### src/rtl/weight_loader_pkg.sv
// ----------------------------------------------------------------------------
// weight_loader_pkg : shared defaults and FSM state encodings for the loader.
// Revision: 1.0
// ----------------------------------------------------------------------------
`default_nettype none

package weight_loader_pkg;

  localparam int c_def_data_width   = 32;
  localparam int c_def_input_nodes  = 100;
  localparam int c_def_output_nodes = 32;
  localparam int c_addr_width       = 11;

  typedef logic [1:0] state_t;

  localparam state_t c_st_idle  = 2'd0;
  localparam state_t c_st_load  = 2'd1;
  localparam state_t c_st_write = 2'd2;
  localparam state_t c_st_done  = 2'd3;

endpackage

`default_nettype wire

### src/rtl/weight_loader_if.sv
// ----------------------------------------------------------------------------
// weight_loader_if : weight input stream plus packed row-write bus.
// Revision: 1.0
// ----------------------------------------------------------------------------
`default_nettype none

interface weight_loader_if
  import weight_loader_pkg::*;
#(
  parameter int DATA_WIDTH   = c_def_data_width,
  parameter int OUTPUT_NODES = c_def_output_nodes
);

  logic                             in_valid;
  logic [DATA_WIDTH-1:0]            in_data;
  logic                             in_ready;
  logic                             wr_en;
  logic [c_addr_width-1:0]          wr_addr;
  logic [DATA_WIDTH*OUTPUT_NODES-1:0] wr_row;

  modport master (
    output in_valid, in_data,
    input  in_ready, wr_en, wr_addr, wr_row
  );

  modport slave (
    input  in_valid, in_data,
    output in_ready, wr_en, wr_addr, wr_row
  );

endinterface

`default_nettype wire

### src/rtl/weight_loader_row_packer.sv
// ----------------------------------------------------------------------------
// weight_loader_row_packer : column counter and slot writer for one weight row.
// Revision: 1.0
// ----------------------------------------------------------------------------
`default_nettype none

module weight_loader_row_packer #(
  parameter int DATA_WIDTH   = 32,
  parameter int OUTPUT_NODES = 32
) (
  input  wire logic                               clk,
  input  wire logic                               reset,
  input  wire logic                               i_clear,
  input  wire logic                               i_accept,
  input  wire logic [DATA_WIDTH-1:0]              i_data,
  output logic                                    o_last,
  output logic [DATA_WIDTH*OUTPUT_NODES-1:0]      o_row
);

  localparam int c_col_w = (OUTPUT_NODES > 1) ? $clog2(OUTPUT_NODES) : 1;

  logic [c_col_w-1:0]                 r_col;
  logic [DATA_WIDTH*OUTPUT_NODES-1:0] r_row;

  assign o_last = (r_col == c_col_w'(OUTPUT_NODES - 1));
  assign o_row  = r_row;

  // Column 0 lands in the top slot so the row reads out MSB-first.
  always_ff @(posedge clk) begin
    if (reset || i_clear) begin
      r_col <= '0;
      r_row <= '0;
    end else if (i_accept) begin
      for (int k = 0; k < OUTPUT_NODES; k++) begin
        if (r_col == c_col_w'(OUTPUT_NODES - 1 - k)) begin
          r_row[k*DATA_WIDTH +: DATA_WIDTH] <= i_data;
        end
      end
      r_col <= o_last ? '0 : r_col + c_col_w'(1);
    end
  end

endmodule

`default_nettype wire

### src/rtl/weight_loader.sv
// ----------------------------------------------------------------------------
// weight_loader : streams weight words into packed rows and writes them out.
// Revision: 1.0
// ----------------------------------------------------------------------------
`default_nettype none

module weight_loader
  import weight_loader_pkg::*;
#(
  parameter int DATA_WIDTH   = c_def_data_width,
  parameter int INPUT_NODES  = c_def_input_nodes,
  parameter int OUTPUT_NODES = c_def_output_nodes
) (
  input  wire logic        clk,
  input  wire logic        reset,
  input  wire logic        start,
  input  wire logic        abort,
  weight_loader_if.slave   bus,
  output logic             busy,
  output logic             done
);

  state_t                  r_state;
  state_t                  w_next;
  logic                    w_in_ready;
  logic                    w_busy;
  logic                    w_accept;
  logic                    w_last_col;
  logic                    w_last_row;
  logic                    w_clear;
  logic [c_addr_width-1:0] r_row;
  logic [c_addr_width-1:0] r_wr_addr;
  logic                    r_wr_en;
  logic                    r_done;

  assign w_accept   = bus.in_valid && w_in_ready;
  assign w_last_row = (r_row == c_addr_width'(INPUT_NODES - 1));
  assign w_clear    = abort || ((r_state == c_st_idle) && start);

  always_ff @(posedge clk) begin
    if (reset) begin
      r_state <= c_st_idle;
    end else begin
      r_state <= w_next;
    end
  end

  always_comb begin
    w_next = r_state;
    case (r_state)
      c_st_idle:  if (start) w_next = c_st_load;
      c_st_load:  if (w_accept && w_last_col) w_next = c_st_write;
      c_st_write: w_next = w_last_row ? c_st_done : c_st_load;
      c_st_done:  w_next = c_st_idle;
      default:    w_next = c_st_idle;
    endcase
    if (abort) begin
      w_next = c_st_idle;
    end
  end

  always_comb begin
    w_in_ready = (r_state == c_st_load);
    w_busy     = (r_state == c_st_load) || (r_state == c_st_write);
  end

  // Strobes are decoded from the next state so they line up with WRITE/DONE.
  always_ff @(posedge clk) begin
    if (reset) begin
      r_row     <= '0;
      r_wr_addr <= '0;
      r_wr_en   <= 1'b0;
      r_done    <= 1'b0;
    end else begin
      r_wr_en <= (w_next == c_st_write);
      r_done  <= (w_next == c_st_done);
      if (w_next == c_st_write) begin
        r_wr_addr <= r_row;
      end
      if (abort || (r_state == c_st_idle) || (r_state == c_st_done)) begin
        r_row <= '0;
      end else if ((r_state == c_st_write) && !w_last_row) begin
        r_row <= r_row + c_addr_width'(1);
      end
    end
  end

  weight_loader_row_packer #(
    .DATA_WIDTH   (DATA_WIDTH),
    .OUTPUT_NODES (OUTPUT_NODES)
  ) u_packer (
    .clk      (clk),
    .reset    (reset),
    .i_clear  (w_clear),
    .i_accept (w_accept && !abort),
    .i_data   (bus.in_data),
    .o_last   (w_last_col),
    .o_row    (bus.wr_row)
  );

  assign bus.in_ready = w_in_ready;
  assign bus.wr_en    = r_wr_en;
  assign bus.wr_addr  = r_wr_addr;
  assign busy         = w_busy;
  assign done         = r_done;

endmodule

`default_nettype wire

### src/flat_wrapper.sv
// flat-port wrapper written by rule: the top's interface ports become plain ports
module weight_loader_flat import weight_loader_pkg::*;
#(
  parameter int DATA_WIDTH   = c_def_data_width,
  parameter int INPUT_NODES  = c_def_input_nodes,
  parameter int OUTPUT_NODES = c_def_output_nodes
)
  (clk, reset, start, abort, busy, done, bus_in_valid, bus_in_data, bus_in_ready, bus_wr_en, bus_wr_addr, bus_wr_row);
  weight_loader_if #(.DATA_WIDTH(DATA_WIDTH), .OUTPUT_NODES(OUTPUT_NODES)) bus_i ();
  input  wire logic clk;
  input  wire logic reset;
  input  wire logic start;
  input  wire logic abort;
  output logic busy;
  output logic done;
  input wire logic [$bits(bus_i.in_valid)-1:0] bus_in_valid;
  input wire logic [$bits(bus_i.in_data)-1:0] bus_in_data;
  output wire logic [$bits(bus_i.in_ready)-1:0] bus_in_ready;
  output wire logic [$bits(bus_i.wr_en)-1:0] bus_wr_en;
  output wire logic [$bits(bus_i.wr_addr)-1:0] bus_wr_addr;
  output wire logic [$bits(bus_i.wr_row)-1:0] bus_wr_row;
  assign bus_i.in_valid = bus_in_valid;
  assign bus_i.in_data = bus_in_data;
  assign bus_in_ready = bus_i.in_ready;
  assign bus_wr_en = bus_i.wr_en;
  assign bus_wr_addr = bus_i.wr_addr;
  assign bus_wr_row = bus_i.wr_row;
  weight_loader #(.DATA_WIDTH(DATA_WIDTH), .INPUT_NODES(INPUT_NODES), .OUTPUT_NODES(OUTPUT_NODES)) u_core (.clk(clk), .reset(reset), .start(start), .abort(abort), .bus(bus_i), .busy(busy), .done(done));
endmodule
### config.mk
export PLATFORM = sky130hd
export DESIGN_NAME = weight_loader_flat
export DESIGN_NICKNAME = d
export VERILOG_FILES = /design/src/rtl/weight_loader_pkg.sv /design/src/rtl/weight_loader_if.sv /design/src/rtl/weight_loader_row_packer.sv /design/src/rtl/weight_loader.sv /design/src/flat_wrapper.sv
export SDC_FILE = /design/constraint.sdc
export NUM_CORES = 2
export LEC_CHECK = 0
export BUFFER_PORTS_ARGS = -buffer_cell sky130_fd_sc_hd__buf_2
export CAP_MARGIN = 10
export CELL_PAD_IN_SITES_DETAIL_PLACEMENT = 1
export CELL_PAD_IN_SITES_GLOBAL_PLACEMENT = 1
export CORE_AREA = 2 2 418 420
export DETAILED_ROUTE_END_ITERATION = 8
export DIE_AREA = 0 0 420 422
export PLACE_DENSITY_LB_ADDON = 0.1
export SYNTH_ARGS = -nofsm -noshare
export SYNTH_HDL_FRONTEND = slang
export SYNTH_SLANG_ARGS = --single-unit
### constraint.sdc
create_clock -name clk -period 2.4 [get_ports clk]
set_clock_uncertainty 0.05 [all_clocks]
set_input_delay 0.72 -clock clk [delete_from_list [all_inputs] [get_ports clk]]
set_output_delay 0.72 -clock clk [all_outputs]
set_load 0.05 [all_outputs]
* After elaboration in Yosys (flattened, before gate mapping)
Cells that the tools add are included.
** Operators by class
- $add $sub $neg :: 2
- Eq/ne operators :: 37
- Mux-type cells :: 6
- Reduce and logical (&&, ||, !) cells :: 47
** Operators with widths (count)
- $eq 5x5->1 const B :: 16
- $reduce_and 2->1 :: 32
- $eq 5x4->1 const B :: 8
- $eq 5x3->1 const B :: 4
- $add 11x1->11 const B :: 1
- $eq 11x7->1 const B :: 1
- $eq 5x2->1 const B :: 2
- $eq 2x2->1 const B :: 4
- $mux 2 :: 4
- $pmux 2 s4 :: 1
- $add 5x1->5 const B :: 1
- $eq 5x1->1 const B :: 1
- $logic_and 1x1->1 :: 5
- $logic_not 5->1 :: 1
- $logic_or 1x1->1 :: 5
- $mux 5 :: 1
- $eq 2x1->1 const B :: 1
- $logic_not 1->1 :: 2
- $logic_not 2->1 :: 1
- $reduce_or 2->1 :: 1
** Word-level totals
- Register bits after elaboration :: 1055
- Input port bits :: 37
- Output and inout port bits :: 1039
- Logic and storage cells :: 130

* Logic depth before layout (Yosys ltp)
- Depth after elaboration :: 7
- Mapped depth :: 11
- Mapped depth without buffers :: 8

* By module
Synthesis repeated with hierarchy kept, for this count alone.
** Second synthesis, totals
- Cell total of the unflattened synthesis :: 3716
- Area total of the unflattened synthesis :: 38066.5 um^2
** By module, submodules not included
- weight_loader_row_packer :: instances 1, cells each 3582, area an instance 36781.5 um^2, seq. area each 20599.8 um^2
- weight_loader :: instances 1, cells each 134, area an instance 1285.0 um^2, seq. area each 520.5 um^2

* Least setup slack after synthesis
Ideal clock, no wire load.
- Path kind :: flip-flop to flip-flop
- Start point :: reg u_core.r_state[1]
- End point :: reg u_core.u_packer.r_row[929] (netlist: u_core.u_packer.o_row[929])
- Library setup time :: 70 ps
- Arrival :: 2106 ps
- Data required time :: 2280 ps
- Slack :: 174 ps
- Stages on the path, launching flop included :: 12
- Path buffers :: 4
- Period minus slack after synthesis :: 2226 ps
- Cells stage by stage :: dfxtp_1 inv_1 ha_1 and3b_1 buf_4 and3b_1 buf_2 and2_1 buf_4 buf_6 nand2_1 a21oi_1
** Between the ends
- Longest elaborated chain between the ends :: 4
- Elaborated cells on any way between the ends :: 8
- Classes of those cells :: eq/ne (1); reduce/logical (7)
** RTL lines
- start, declared :: RTL line weight_loader.sv:23 : state_t r_state;
- start signal, assigned :: RTL line weight_loader.sv:42 : r_state <= c_st_idle;
- start signal, assigned :: RTL line weight_loader.sv:44 : r_state <= w_next;
- $eq 2x1->1 :: RTL line weight_loader.sv:63 : w_in_ready = (r_state == c_st_load);
- net bus_in_ready :: RTL line flat_wrapper.sv:18 : output wire logic [$bits(bus_i.in_ready)-1:0] bus_in_ready;
- $logic_and 1x1->1 :: RTL line weight_loader.sv:36 : assign w_accept = bus.in_valid && w_in_ready;
- $logic_and 1x1->1 :: RTL line weight_loader.sv:95 : .i_accept (w_accept && !abort),
- $reduce_and 2->1 (no source line)
- end signal, assigned by index :: RTL line weight_loader_row_packer.sv:36 : r_row[k*DATA_WIDTH +: DATA_WIDTH] <= i_data;
- end, declared :: RTL line weight_loader_row_packer.sv:23 : logic [DATA_WIDTH*OUTPUT_NODES-1:0] r_row;
The timed path passes the listed nets, and every way through them passes these cells.
A chain may end at the register's enable or synchronous reset.

* Final worst setup path
- Start point :: reg u_core.r_state[0]
- End point :: out busy
** Between the ends
- Longest elaborated chain between the ends :: 2
- Elaborated cells on any way between the ends :: 3
- Classes of those cells :: eq/ne (2); reduce/logical (1)
** RTL lines
- $eq 2x1->1 / $eq 2x2->1 (equally long branches) :: RTL line weight_loader.sv:64 : w_busy = (r_state == c_st_load) || (r_state == c_st_write);
- $logic_or 1x1->1 (*) :: RTL line weight_loader.sv:64
- end, declared :: RTL line flat_wrapper.sv:14 : output logic busy;
Mark *: on every way between the ends. The rest lies on a longest branch, timed or not.

==> results.toml <==
[run_status]
outcome = "finished with violations"
violations = "negative setup slack"

[drt]
postRouteWirelength_um = 216000
post-route-drc-count = 0
wl_per_cell_um = 26.3
antenna_left = 0
vias = 36500
vias_per_cell = 4.46
drt_iter0_markers = 2019
first_pass_iters = 5

[setup_path]
max_stage_delay_ps = 340
endpoint_kind = "output port"
critical-path-top-delay-family = "flip-flops"
crit_chain = "buf_6 > inv_4 > ha_4 > buf_12"
rr_startpoint = "u_core.r_state[0]"
crit_required_ps = 1630
r2r_end = "u_core.u_packer.o_row[219]"
critPathBufInv = 3
crit_type = "reg -> out"
crit_arrival_ps = 1650
cp_slowest_cell = "dfxtp_2"
worst_setup_path_start_kind = "register"
regToRegSetupSlack_ps = 80
ff2ff_path_depth = 11
cp_max_fo = 2

[clocking]
htreeDepth = 4
cts_inserted_buffers = 134
clk-insertion-delay-late_ps = 780
clockBufferDepth = 3
cts-root-buf = "clkbuf_16"
cts_tree = "done"
clock-sinks = 1055
hold_buffers = 0
clk_pin_slew_ps = 60

[timing]
slew_headroom_pct = 36.7
setup_slack_ps = -17.2
hold_ws_ps = 195
hold_viol = 0
max_slew.worst_pin.slew_ps = 950
rsz0062_at_grt = "true"
fmax_mhz = 414
drv_slew = 0
period_needed_ps = 2420
timing.final.crit_share_pct = 101
finalSetupViolCount = 1

[power_and_ir_drop]
power.total_mw = 39.3
leakagePower_nw = 19.9
ir_drop_v = 0.000632
power_per_cell_area_nw_per_um2 = 761

[synth]
synth.most_common_cell = "nand2_1"
synthTopCellsByCount = "nand2_1 (2085), dfxtp_1 (1055), a21oi_1 (1025)"
synth.avg_cell_area_sq_um = 7.83
ys_warn_count = 0
synth_flop_cell = "dfxtp_1"
synthTopCellsByArea = "dfxtp_1 (57%), nand2_1 (21%), a21oi_1 (14%)"
syn_inst = 4772
syn_nets = 4820
syn-cell-area_sq_um = 37400
yosysUniqueCellTypes = 42
synth-edff-count = 0
seq_area_frac_synth_pct = 56.5
synth_top_area_share_pct = 56.5
synthArstFlopShare_pct = 0
ys_seq_elements = 1055
synth_top_cell_by_area = "dfxtp_1"

[flow_run]
cap_violations = 0

[placement]
io_buffers = 1075
dp_hpwl_um = 144000
gp_congestion = 0.778

[grt]
antenna_found_initial = 13
grt_pass1_wl_um = 293000
first_global_vias = 35600
grt_overflow = 0
grt_max_degree = 86
track_usage_pct = 23.3

[die]
die_area_sq_um = 177000
io_pins = 1076
fp.dieH_um = 422
die_x_um = 420
rows = 153
start_util_pct = 21.6
fp.coreArea_sq_um = 173000

[layout]
nets = 5818
drive_above_1_share_pct = 26.5
fillers = 20600
syn2layout_area_growth_pct = 38.2
utilization_pct = 29.9

[hold_path]
hp-start = "bus_in_data[3]"
whs_endpoint = "u_core.u_packer.o_row[707]"
worstHoldPathCells = 3
hold_path_class = "in -> reg"
-- state kept, by name, indices dropped and copies added, names as in the netlist --
name,cells
u_core.u_packer.o_row,1024
u_core.bus.wr_addr,11
u_core.r_row,11
u_core.u_packer.r_col,5
u_core.r_state,2
u_core.bus.wr_en,1
u_core.done,1
-- layout make-up --
type / count / area [sq um] / area share [%]
antenna: 4 / 10.0 / 0.0194
clock buffer: 213 / 4070 / 7.87
clock inverter: 24 / 294 / 0.569
inverter: 11 / 46.3 / 0.0896
multi-input combinational: 3272 / 14300 / 27.7
sequential: 1055 / 21100 / 40.9
tap: 2325 / 2910 / 5.63
timing repair buffer: 1296 / 8890 / 17.2
-- cells by family (layout without fill, tap and decap cells) --
| logic type | Yosys count | after routing | share of synthesized area (%) |
|---|---|---|---|
| simple gates | 2202 | 2203 | 22.8 |
| flops | 1055 | 1055 | 56.5 |
| compound gates | 1033 | 1033 | 13.9 |
| buf+inv | 446 | 1544 | 5.81 |
| mux | 13 | 13 | 0.348 |
| xor+xnor | 12 | 12 | 0.281 |
| fa+ha+maj | 11 | 11 | 0.368 |
| other cells | 0 | 4 | 0 |
-- how the worst max path moves through the flow --
stage | depth (start not counted) | slack, ps | start | end
6_report | 4 | -20 | u_core.r_state[0] | busy
5_1_grt | 4 | -100 | u_core.r_state[0] | busy
4_1_cts | 4 | -110 | u_core.r_state[0] | busy
3_5_place_dp | 9 | -110 | abort | u_core.u_packer.o_row[672]
3_3_place_gp | 9 | -100 | abort | u_core.u_packer.o_row[461]
2_1_floorplan | 11 | 170 | u_core.r_state[1] | u_core.u_packer.o_row[929]
-- cells in the final DEF (no fill, tap or decap), drive strengths merged, types with 2 or more instances in the layout --
cell type / n
nand4: 4
clkbuf: 220
xor2: 8
nor2b: 2
nor4b: 2
and3: 7
clkinv: 15
nor2: 34
ha: 11
and2: 16
diode: 4
xnor2: 4
and4: 2
and3b: 2
nand2: 2086
mux2i: 13
nand3: 12
nor3: 7
and4b: 2
bufinv: 4
nand2b: 24
dfxtp: 1055
buf: 1289
o21ai: 4
inv: 15
a21oi: 1025
-- worst reg2reg max path: stages (launching register included) --
cell and delay, ps:
dfxtp_2 330, buf_4 140, ha_4 170, buf_4 150
and3b_1 200, buf_12 160, buf_4 170, and3_2 290
nand2_4 150, clkbuf_16 220, nand2_1 80, a21oi_1 140
-- power breakdown --
group	total [mW]	switching (mW)	internal (mW)
sequential	17.5	0.00279	17.5
combinational	1.39	1.08	0.304
clock	20.4	8.36	12.0
-- metrics by stage --
step	std cells	area (sq um)	setup TNS, ps	worst slack [ps]
floorplan	4772	37400	0	174
global placement	7944	46900	-19600	-100
detailed placement	7944	46900	-29270	-107
CTS	8184	51300	-119	-111
global route	8197	51700	-110	-99.0
finish	8200	51700	-17.2	-17.2
-- layer usage --
layer / vias to the layer above / global-route usage, % / wire, um
met5: - / 0 / 0
met4: 0 / 7.50 / 6650
met3: 243 / 5.88 / 13300
met2: 881 / 41.6 / 110000
met1: 18200 / 26.8 / 85700
li1: 17200 / - / -
-- repair_timing --
item	in CTS	in global routing
pin swaps	2	5
setup endpoints to repair	3	53
gates cloned	0	8
buffers inserted	4	4
gates resized for setup	19	21
Power figures use the tool's default switching activity.
